<file path="src/rtl/codec_i2c_master_pkg.sv">
// rtl/codec_i2c_master_pkg.sv - shared constants, FSM states and SCL/SDA level table
// Purpose : constants used by the WM8731 write-only I2C master and its bench:
//           FSM state encodings, default quarter-period divider, device address,
//           and the per-quarter SCL/SDA drive levels of each bus phase.
// Ports   : none (package).
// Config  : none here; optional ACK checking lives in codec_i2c_master.sv.
package codec_i2c_master_pkg;

    localparam int         I2C_CLK_DIV     = 125;    // 50 MHz / (4*125) = 100 kHz SCL
    localparam logic [7:0] WM8731_DEV_ADDR = 8'h34;  // CSB low, write bit included

    typedef enum logic [2:0] {
        I2C_ST_IDLE,
        I2C_ST_START,
        I2C_ST_BIT,
        I2C_ST_ACK,
        I2C_ST_STOP
    } i2c_state_t;

    typedef struct packed {
        logic scl;
        logic sda_oe;
    } i2c_drive_t;

    // Bus levels held for the whole of quarter q of a given phase.
    // SCL is low in q0,q1 and high in q2,q3 of data/ACK slots, so SDA only
    // ever moves while SCL is low except for START (q2) and STOP (q2).
    function automatic i2c_drive_t i2c_levels(input i2c_state_t st,
                                              input logic [1:0] q,
                                              input logic       bit_val);
        i2c_drive_t d;
        d.scl    = 1'b1;
        d.sda_oe = 1'b0;
        case (st)
            I2C_ST_START: begin
                d.scl    = (q != 2'd3);
                d.sda_oe = q[1];
            end
            I2C_ST_BIT: begin
                d.scl    = q[1];
                d.sda_oe = ~bit_val;
            end
            I2C_ST_ACK: begin
                d.scl    = q[1];
                d.sda_oe = 1'b0;
            end
            I2C_ST_STOP: begin
                d.scl    = (q != 2'd0);
                d.sda_oe = ~q[1];
            end
            default: begin
                d.scl    = 1'b1;
                d.sda_oe = 1'b0;
            end
        endcase
        return d;
    endfunction

endpackage

</file>
<file path="src/rtl/codec_i2c_master_if.sv">
// rtl/codec_i2c_master_if.sv - packet handshake and I2C pin bundle
// Purpose : groups the upstream packet strobe and the I2C pins of the codec master.
// Signals : i2c_packet[23:0], wr_i2c (upstream -> master), i2c_idle (master -> upstream),
//           i2c_sclk, i2c_sda_oe (master -> pins), i2c_sda_i (pin -> master),
//           ack_error (sticky NACK flag).
// Modports: master = the I2C master, slave = upstream driver plus pin/codec side.
interface codec_i2c_master_if;

    logic [23:0] i2c_packet;
    logic        wr_i2c;
    logic        i2c_idle;
    logic        i2c_sclk;
    logic        i2c_sda_oe;
    logic        i2c_sda_i;
    logic        ack_error;

    modport master (
        input  i2c_packet, wr_i2c, i2c_sda_i,
        output i2c_idle, i2c_sclk, i2c_sda_oe, ack_error
    );

    modport slave (
        output i2c_packet, wr_i2c, i2c_sda_i,
        input  i2c_idle, i2c_sclk, i2c_sda_oe, ack_error
    );

endinterface

</file>
<file path="src/rtl/codec_i2c_clkgen.sv">
// rtl/codec_i2c_clkgen.sv - quarter-SCL-period tick generator
// Purpose : while enabled, counts Clk cycles 0..CLK_DIV-1 and pulses tick on the
//           terminal count; quarter is the index (0..3) of the running quarter.
//           Disabling clears both counters so every transfer starts at q0.
// Ports   : Clk, Rst_n (async active-low), enable in; tick, quarter[1:0] out.
module codec_i2c_clkgen #(
    parameter int CLK_DIV = 125,
    parameter int CNT_W   = 8
) (
    input  logic       Clk,
    input  logic       Rst_n,
    input  logic       enable,
    output logic       tick,
    output logic [1:0] quarter
);

    localparam logic [CNT_W-1:0] TERM = CNT_W'(CLK_DIV - 1);

    logic [CNT_W-1:0] cnt;

    assign tick = enable && (cnt == TERM);

    always_ff @(posedge Clk or negedge Rst_n) begin
        if (!Rst_n) begin
            cnt     <= '0;
            quarter <= 2'd0;
        end else if (!enable) begin
            cnt     <= '0;
            quarter <= 2'd0;
        end else if (cnt == TERM) begin
            cnt     <= '0;
            quarter <= quarter + 2'd1;
        end else begin
            cnt     <= cnt + 1'b1;
        end
    end

endmodule

</file>
<file path="src/rtl/codec_i2c_master.sv">
// rtl/codec_i2c_master.sv - write-only I2C master for the WM8731 control port
// Purpose : serialises a 24-bit packet as START, 3 bytes MSB-first each followed
//           by an ACK slot, then STOP. i2c_idle=1 means a new packet is accepted.
// Ports   : Clk, Rst_n (async active-low); bus (codec_i2c_master_if.master):
//           i2c_packet, wr_i2c in; i2c_idle out; i2c_sclk, i2c_sda_oe out;
//           i2c_sda_i in (asynchronous pin); ack_error out.
// Config  : CODEC_I2C_ACK_CHECK_EN - sample ACK slots, flag NACK in ack_error
//           and cut the transfer short with STOP. Undefined: ack_error tied 0.
module codec_i2c_master
    import codec_i2c_master_pkg::*;
#(
    parameter int CLK_DIV = I2C_CLK_DIV,
    parameter int CNT_W   = 8
) (
    input  logic                    Clk,
    input  logic                    Rst_n,
    codec_i2c_master_if.master      bus
);

    i2c_state_t  state;
    logic [23:0] shift_reg;
    logic [2:0]  bit_cnt;
    logic [1:0]  byte_cnt;
    logic        idle_q;
    i2c_drive_t  drive_q;
    logic        tick;
    logic [1:0]  quarter;
    logic        ack_stop;

    codec_i2c_clkgen #(
        .CLK_DIV (CLK_DIV),
        .CNT_W   (CNT_W)
    ) u_clkgen (
        .Clk     (Clk),
        .Rst_n   (Rst_n),
        .enable  (state != I2C_ST_IDLE),
        .tick    (tick),
        .quarter (quarter)
    );

`ifdef CODEC_I2C_ACK_CHECK_EN
    logic [1:0] sda_sync;
    logic       nack_q;
    logic       ack_err_q;

    // SDA comes straight from the pad; resynchronise before sampling ACK.
    always_ff @(posedge Clk or negedge Rst_n) begin
        if (!Rst_n) sda_sync <= 2'b11;
        else        sda_sync <= {sda_sync[0], bus.i2c_sda_i};
    end

    assign ack_stop      = nack_q;
    assign bus.ack_error = ack_err_q;
`else
    assign ack_stop      = 1'b0;
    assign bus.ack_error = 1'b0;
`endif

    assign bus.i2c_idle   = idle_q;
    assign bus.i2c_sclk   = drive_q.scl;
    assign bus.i2c_sda_oe = drive_q.sda_oe;

    // Outputs are registered one quarter ahead: on each tick the levels for the
    // quarter that starts next are loaded, so pins change exactly at quarter start.
    always_ff @(posedge Clk or negedge Rst_n) begin
        if (!Rst_n) begin
            state     <= I2C_ST_IDLE;
            shift_reg <= '0;
            bit_cnt   <= 3'd0;
            byte_cnt  <= 2'd0;
            idle_q    <= 1'b1;
            drive_q   <= i2c_levels(I2C_ST_IDLE, 2'd0, 1'b0);
`ifdef CODEC_I2C_ACK_CHECK_EN
            nack_q    <= 1'b0;
            ack_err_q <= 1'b0;
`endif
        end else if (state == I2C_ST_IDLE) begin
            // START q0 has the same levels as idle, so drive_q needs no update.
            if (bus.wr_i2c) begin
                shift_reg <= bus.i2c_packet;
                bit_cnt   <= 3'd0;
                byte_cnt  <= 2'd0;
                idle_q    <= 1'b0;
                state     <= I2C_ST_START;
`ifdef CODEC_I2C_ACK_CHECK_EN
                nack_q    <= 1'b0;
                ack_err_q <= 1'b0;
`endif
            end
        end else if (tick) begin
            if (quarter != 2'd3) begin
                drive_q <= i2c_levels(state, quarter + 2'd1, shift_reg[23]);
`ifdef CODEC_I2C_ACK_CHECK_EN
                // End of q2 is mid SCL-high, where the slave's ACK is stable.
                if (state == I2C_ST_ACK && quarter == 2'd2) begin
                    nack_q <= sda_sync[1];
                    if (sda_sync[1]) ack_err_q <= 1'b1;
                end
`endif
            end else begin
                case (state)
                    I2C_ST_START: begin
                        state   <= I2C_ST_BIT;
                        drive_q <= i2c_levels(I2C_ST_BIT, 2'd0, shift_reg[23]);
                    end
                    I2C_ST_BIT: begin
                        shift_reg <= {shift_reg[22:0], 1'b0};
                        if (bit_cnt == 3'd7) begin
                            bit_cnt <= 3'd0;
                            state   <= I2C_ST_ACK;
                            drive_q <= i2c_levels(I2C_ST_ACK, 2'd0, 1'b0);
                        end else begin
                            bit_cnt <= bit_cnt + 3'd1;
                            drive_q <= i2c_levels(I2C_ST_BIT, 2'd0, shift_reg[22]);
                        end
                    end
                    I2C_ST_ACK: begin
                        if (byte_cnt == 2'd2 || ack_stop) begin
                            state   <= I2C_ST_STOP;
                            drive_q <= i2c_levels(I2C_ST_STOP, 2'd0, 1'b0);
                        end else begin
                            byte_cnt <= byte_cnt + 2'd1;
                            state    <= I2C_ST_BIT;
                            drive_q  <= i2c_levels(I2C_ST_BIT, 2'd0, shift_reg[23]);
                        end
                    end
                    default: begin
                        state   <= I2C_ST_IDLE;
                        idle_q  <= 1'b1;
                        drive_q <= i2c_levels(I2C_ST_IDLE, 2'd0, 1'b0);
                    end
                endcase
            end
        end
    end

endmodule

</file>
<file path="src/flat_wrapper.sv">
// flat-port wrapper written by rule: the top's interface ports become plain ports
module codec_i2c_master_flat import codec_i2c_master_pkg::*;
#(
    parameter int CLK_DIV = I2C_CLK_DIV,
    parameter int CNT_W   = 8
)
  (Clk, Rst_n, bus_i2c_packet, bus_wr_i2c, bus_i2c_sda_i, bus_i2c_idle, bus_i2c_sclk, bus_i2c_sda_oe, bus_ack_error);
  codec_i2c_master_if bus_i ();
  input  logic Clk;
  input  logic Rst_n;
  input wire logic [$bits(bus_i.i2c_packet)-1:0] bus_i2c_packet;
  input wire logic [$bits(bus_i.wr_i2c)-1:0] bus_wr_i2c;
  input wire logic [$bits(bus_i.i2c_sda_i)-1:0] bus_i2c_sda_i;
  output wire logic [$bits(bus_i.i2c_idle)-1:0] bus_i2c_idle;
  output wire logic [$bits(bus_i.i2c_sclk)-1:0] bus_i2c_sclk;
  output wire logic [$bits(bus_i.i2c_sda_oe)-1:0] bus_i2c_sda_oe;
  output wire logic [$bits(bus_i.ack_error)-1:0] bus_ack_error;
  assign bus_i.i2c_packet = bus_i2c_packet;
  assign bus_i.wr_i2c = bus_wr_i2c;
  assign bus_i.i2c_sda_i = bus_i2c_sda_i;
  assign bus_i2c_idle = bus_i.i2c_idle;
  assign bus_i2c_sclk = bus_i.i2c_sclk;
  assign bus_i2c_sda_oe = bus_i.i2c_sda_oe;
  assign bus_ack_error = bus_i.ack_error;
  codec_i2c_master #(.CLK_DIV(CLK_DIV), .CNT_W(CNT_W)) u_core (.Clk(Clk), .Rst_n(Rst_n), .bus(bus_i));
endmodule
</file>
<file path="config.mk">
export PLATFORM = sky130hd
export DESIGN_NAME = codec_i2c_master_flat
export DESIGN_NICKNAME = d
export VERILOG_FILES = /design/src/rtl/codec_i2c_master_pkg.sv /design/src/rtl/codec_i2c_master_if.sv /design/src/rtl/codec_i2c_clkgen.sv /design/src/rtl/codec_i2c_master.sv /design/src/flat_wrapper.sv
export SDC_FILE = /design/constraint.sdc
export NUM_CORES = 1
export LEC_CHECK = 0
export CAP_MARGIN = 5
export CORE_ASPECT_RATIO = 1.75
export CORE_MARGIN = 3
export CORE_UTILIZATION = 45
export DETAILED_ROUTE_END_ITERATION = 10
export PLACE_DENSITY_LB_ADDON = 0.15
export SLEW_MARGIN = 20
export SYNTH_ARGS = -nofsm -noshare
export SYNTH_HDL_FRONTEND = slang
export SYNTH_SLANG_ARGS = --single-unit
</file>
<file path="constraint.sdc">
create_clock -name Clk -period 2.1 [get_ports Clk]
set_input_delay 0.315 -clock Clk [delete_from_list [all_inputs] [get_ports Clk]]
set_output_delay 0.315 -clock Clk [all_outputs]
set_load 0.05 [all_outputs]
</file>
# After elaboration in Yosys (flattened, before gate mapping)

Index checks and enable logic that the tools add are counted.
W data, S select, Z words.

Register bits: 45
Input bits: 28
Output and inout bits: 4
Word-level logic and storage cells: 83

$add $sub $neg: 4
Equality and inequality tests: 15
Muxes and demuxes: 38
Bitwise logic cells: 4
Reduce and logical (&&, ||, !) cells: 13

Operator list:

| cell                  | number |
|---|---|
| $mux W24              | 5 |
| $mux W3               | 12 |
| $mux W2               | 9 |
| $mux W8               | 2 |
| $reduce_and A4 Y1     | 3 |
| $pmux W3 S3           | 1 |
| $add A8 B1 Y8 const B | 1 |
| $eq A8 B7 Y1 const B  | 1 |
| $ne A2 B1 Y1 const B  | 4 |
| $pmux W2 S4           | 1 |
| $reduce_bool A2 Y1    | 4 |
| $mux W1               | 7 |
| $eq A3 B2 Y1 const B  | 2 |
| $eq A3 B3 Y1 const B  | 2 |
| $ne A2 B2 Y1 const B  | 3 |
| $pmux W2 S3           | 1 |
| $reduce_and A5 Y1     | 1 |
| $add A2 B1 Y2 const B | 2 |
| $not A1 Y1            | 4 |
| $add A3 B1 Y3 const B | 1 |
| $eq A3 B1 Y1 const B  | 1 |
| $logic_not A3 Y1      | 1 |
| $ne A3 B1 Y1 const B  | 1 |
| $reduce_bool A3 Y1    | 1 |
| other kinds (4)       | 4 |

# Longest topological paths before layout

Depth after elaboration: 6
Depth in mapped cells: 7
Depth with buffers taken out: 6

# Cells and area by module

From an unflattened synthesis, not the netlist that was laid out.

Cells, all modules: 234
Area total of the unflattened synthesis: 2348.5 µm²

Modules (own cells, without submodules):

| module           | times used | cells each | area an instance (µm²) | sequential area each (µm²) |
|---|---|---|---|---|
| codec_i2c_master | 1          | 184        | 1831.8                 | 878.3 |
| codec_i2c_clkgen | 1          | 50         | 516.7                  | 250.2 |

# Worst setup path after synthesis

OpenSTA, ideal clock, no wires.

Path kind: reg-to-reg
Start: reg u_core.u_clkgen.cnt[0]
End: reg u_core.drive_q (netlist bit u_core.bus.i2c_sda_oe)
Setup time: 0.128 ns
Data arrival time: 1.606 ns
Required time: 1.972 ns
Slack: 0.366 ns
Cell stages (with the launch flop): 7
Buffers on the path: 0
Period minus slack after synthesis: 1.734 ns
Path through: dfrtp_1 > inv_1 > ha_1 > nor2b_1 > nand3_2 > or2_1 > mux2_1

Cells in the longest elaborated chain, start to end: 3

RTL lines:

| item                        | line                    | source |
|---|---|---|
| start: declaration          | codec_i2c_clkgen.sv:19  | `logic [CNT_W-1:0] cnt;` |
| start signal: assignment    | codec_i2c_clkgen.sv:34  | `cnt <= cnt + 1'b1;` |
| $eq A8 B7 Y1                | codec_i2c_clkgen.sv:21  | `assign tick = enable && (cnt == TERM);` |
| $logic_and A1 B1 Y1         | codec_i2c_clkgen.sv:21  |  |
| $reduce_and A2 Y1 (no line) | --                      |  |
| end signal: assignment      | codec_i2c_master.sv:72  | `drive_q <= i2c_levels(I2C_ST_IDLE, 2'd0, 1'b0);` |
| end signal: assignment      | codec_i2c_master.sv:92  | `drive_q <= i2c_levels(state, quarter + 2'd1, shift_reg[23]);` |
| end signal: assignment      | codec_i2c_master.sv:104 | `drive_q <= i2c_levels(I2C_ST_BIT, 2'd0, shift_reg[23]);` |
| end: declaration            | codec_i2c_master.sv:25  | `i2c_drive_t drive_q;` |

No other way between the ends.
A chain may end at the register's enable or synchronous reset.

# Final worst setup path

Start: reg u_core.idle_q (netlist: u_core.bus.i2c_idle)
End: out bus_i2c_idle

RTL lines:

| item                     | line                    | source |
|---|---|---|
| start: declaration       | codec_i2c_master.sv:24  | `logic idle_q;` |
| start signal: assignment | codec_i2c_master.sv:71  | `idle_q <= 1'b1;` |
| start signal: assignment | codec_i2c_master.sv:83  | `idle_q <= 1'b0;` |
| start signal: assignment | codec_i2c_master.sv:129 | `idle_q <= 1'b1;` |
| end: declaration         | flat_wrapper.sv:14      | `output wire logic [$bits(bus_i.i2c_idle)-1:0] bus_i2c_idle;` |

No word-level cell between the ends.

==> results.toml <==
[run_status]
status = "finished clean"

[synth]
syn_inst = 212
synth_area_leaders = "dfrtp_1 47%, o22a_1 8.8%, o21a_1 7.6%"
ys_seq_elements = 45
yosysTopAreaCellShare_pct = 47.3
syn_area_mm2 = 0.00228
synth_top_cell_by_area = "dfrtp_1"
syn_avg_cell_area_um2 = 10.7
yosysUniqueCellTypes = 45
syn-num-nets = 248
yosysWarnings = 0
ys_seq_area_share_pct = 49.6

[placed_design]
io_buffer_count = 29
post-dp-hpwl_mm = 3.17
dpl_cell_area_mm2 = 0.00268
numPlacedInstances = 291
gp_congestion = 0.762

[route]
vias = 1700
vias_per_cell = 5.70
drt_pass1_iterations = 4
postRouteWirelength_mm = 4.54
drtAntennaViolNets = 0
drcViolationCount = 0
drtIter0Drc = 32
wl_per_cell_um = 15.2

[floorplanning]
start_util_pct = 47.5
num_rows = 33
io_pins = 32
fp.dieH_um = 100
dieArea_mm2 = 0.00598
core-area_mm2 = 0.00479
die_w_um = 59.8

[power]
power_frac_comb_pct = 4.8
p_int_mw = 1.17
swShare_pct = 21.7
switchingPower_uw = 323
ir_drop_mv = 0.542
pwr-share-seq_pct = 58.0
leakage_nw = 1.21
clkPwrFrac_pct = 37.1
p_per_area_mw_per_mm2 = 539

[worst_setup_path]
end_kind = "output pin"
r2r_slack_ns = 0.24
cp.depth = 1
worst-path-max-fanout = 2
crit_path_top_delay_cell = "clkdlybuf4s50_1"
cpPeakStageDelay_ns = 0.79
critPathArrivalTime_ns = 1.63
worstPathCellList = "clkdlybuf4s50_1"
crit_type = "flip-flop to output pin"
worstRegToRegCells = 6
cpLargestDelayFamily = "buffers and inverters"
required_ns = 1.78
crit_buf_inv = 1
start_kind = "flip-flop"

[flow_run]
maxCapViolations = 0

[clocking]
cts_resized = 0
cts_setup_buffers = 0
cts_hold_buf = 0
cts.sinks = 45
cts_root_buffer = "clkbuf_8"
h-tree-depth = 2
clk_path_buf_depth = 2
clk_latency_ns = 0.30
cts_buffers = 5
clkSlewWorstSetupHoldPaths_ns = 0.09
cts_tree = "yes"

[sta]
tightest_slew_ns = 0.568
finalHoldViolCount = 0
setup_viol = 0
fin_setup_tns_ns = 0
skew_ns = 0.0129
slew_violations = 0
rsz0062_at_grt = "false"
min_period_ns = 1.95
max_freq_mhz = 514
slew_headroom_pct = 62.1
period_share_pct = 92.7

[worst_hold_path]
hold_class = "primary input to async pin"

[final_layout]
area_delta_synth_final_pct = 21.6
drive_gt1_share_pct = 10.6
largest_reg_flops = 24
final_common_cell = "dfrtp_1"
nets = 282
antenna_cells = 0
final_area_mm2 = 0.00277
final_cell_mix = "43 x dfrtp_1, 28 x clkdlybuf4s50_1, 23 x o22a_1, 23 x o21a_1, 16 x nor2_1"
stdcell_count = 298

[global_routing]
gr-total-overflow = 0
grtUsageTotal_pct = 16.8
grt_antenna_before_repair = 0
grt_pass1_wl_mm = 7.80
grt_max_degree = 46
first_global_vias = 1746
[layer usage]
metal | vias to the layer above | wire, µm | GRT usage [%]
met2 | 30 | 2460 | 30.0
met5 | - | 0 | 0
met3 | 5 | 149 | 3.22
met4 | 0 | 58 | 5.63
li1 | 829 | - | -
met1 | 836 | 1870 | 19.2
[power by group through the flow]
stage          Combinational, mW  Clock [mW]  Sequential [mW]
6_report                  0.0721       0.554            0.866
3_3_place_gp              0.0740           0            0.883
4_1_cts                   0.0744       0.574            0.866
2_1_floorplan            0.00635           0            0.883
5_1_grt                   0.0785       0.611            0.866
3_5_place_dp              0.0739           0            0.883
[cells in the mapped netlist]
cell and instances:
or3_1 1, o21a_1 23, nand2b_1 2, and4_1 1, ha_1 8, nor2_1 16
nor4bb_1 2, a21oi_1 6, nor3b_1 2, nand4_4 1, xnor2_1 2, nor3_4 1
nor2b_1 2, and3b_1 1, conb_1 1, a221o_1 1, a21boi_1 1, nand2_1 14
nand3_1 4, mux2_2 1, nand3b_1 1, o21ai_0 3, mux2_1 1, o31ai_1 1
or2_0 1, dfstp_2 2, inv_1 6, clkbuf_1 5, a31oi_1 2, nand2_2 1
xor2_1 5, o21ai_1 4, o311ai_1 2, and3_1 2, o22ai_1 1, nand4_1 4
o211ai_1 3, o22a_1 23, nor4b_1 1, mux2i_1 1, nand3_2 1, dfrtp_1 43
buf_2 4, buf_4 4, or2_1 1
[kinds of logic (layout without fill, tap and decap cells)]
logic type,after synthesis,in the layout,share of synthesized area (%)
buffers and inverters,19,53,4.01
DFF,45,45,49.6
other,1,1,0.165
AOI/OAI and AO/OA,70,70,23.0
and+or+nand+nor,59,59,14.8
adders and majority gates,8,8,4.40
xor gates and xnor gates,7,7,2.69
muxes,3,3,1.43
[stage by stage]
| step | utilization (%) | hold slack [ns] | worst slack [ns] | power, mW |
|---|---|---|---|---|
| 2_1_floorplan | - | 0.0194 | 0.366 | 0.890 |
| 5_1_grt | 57.8 | 0.132 | 0.108 | 1.56 |
| 6_report | 57.8 | 0.0927 | 0.154 | 1.49 |
| 3_5_place_dp | 55.9 | 0.435 | 0.255 | 0.957 |
| 4_1_cts | 57.8 | 0.107 | 0.138 | 1.51 |
| 3_3_place_gp | 55.9 | 0.434 | 0.246 | 0.957 |
[area by class of cell]
type                    instances  area, µm²
flip-flops and latches         45       1130
fillers                       425       2020
multi-input cells             148       1060
clock buffers                   6       82.6
clock inverters                 1       7.51
well taps                      52       65.1
inverters                       6       22.5
repair buffers                 40        405
[path summary, 6_finish.rpt]
check / start / endpoint
max: u_core.bus.i2c_idle / bus_i2c_idle
min: Rst_n / u_core.state[2]
max reg2reg: u_core.u_clkgen.cnt[1] / u_core.bus.i2c_sda_oe
min reg2reg: u_core.bus.i2c_sclk / u_core.bus.i2c_sclk
max in group asynchronous: Rst_n / u_core.u_clkgen.cnt[0]
min in group Clk: u_core.bus.i2c_sclk / u_core.bus.i2c_sclk
[worst reg2reg max path, delay by kind of cell (launching register included)]
family | cells | cell delay [ns]
adder cells (fa/ha/maj) | 1 | 0.14
AND/OR/NAND/NOR | 3 | 0.79
buffers and inverters | 1 | 0.07
flip-flops | 1 | 0.43
multiplexers | 1 | 0.31
Power figures use the tool's default switching activity.
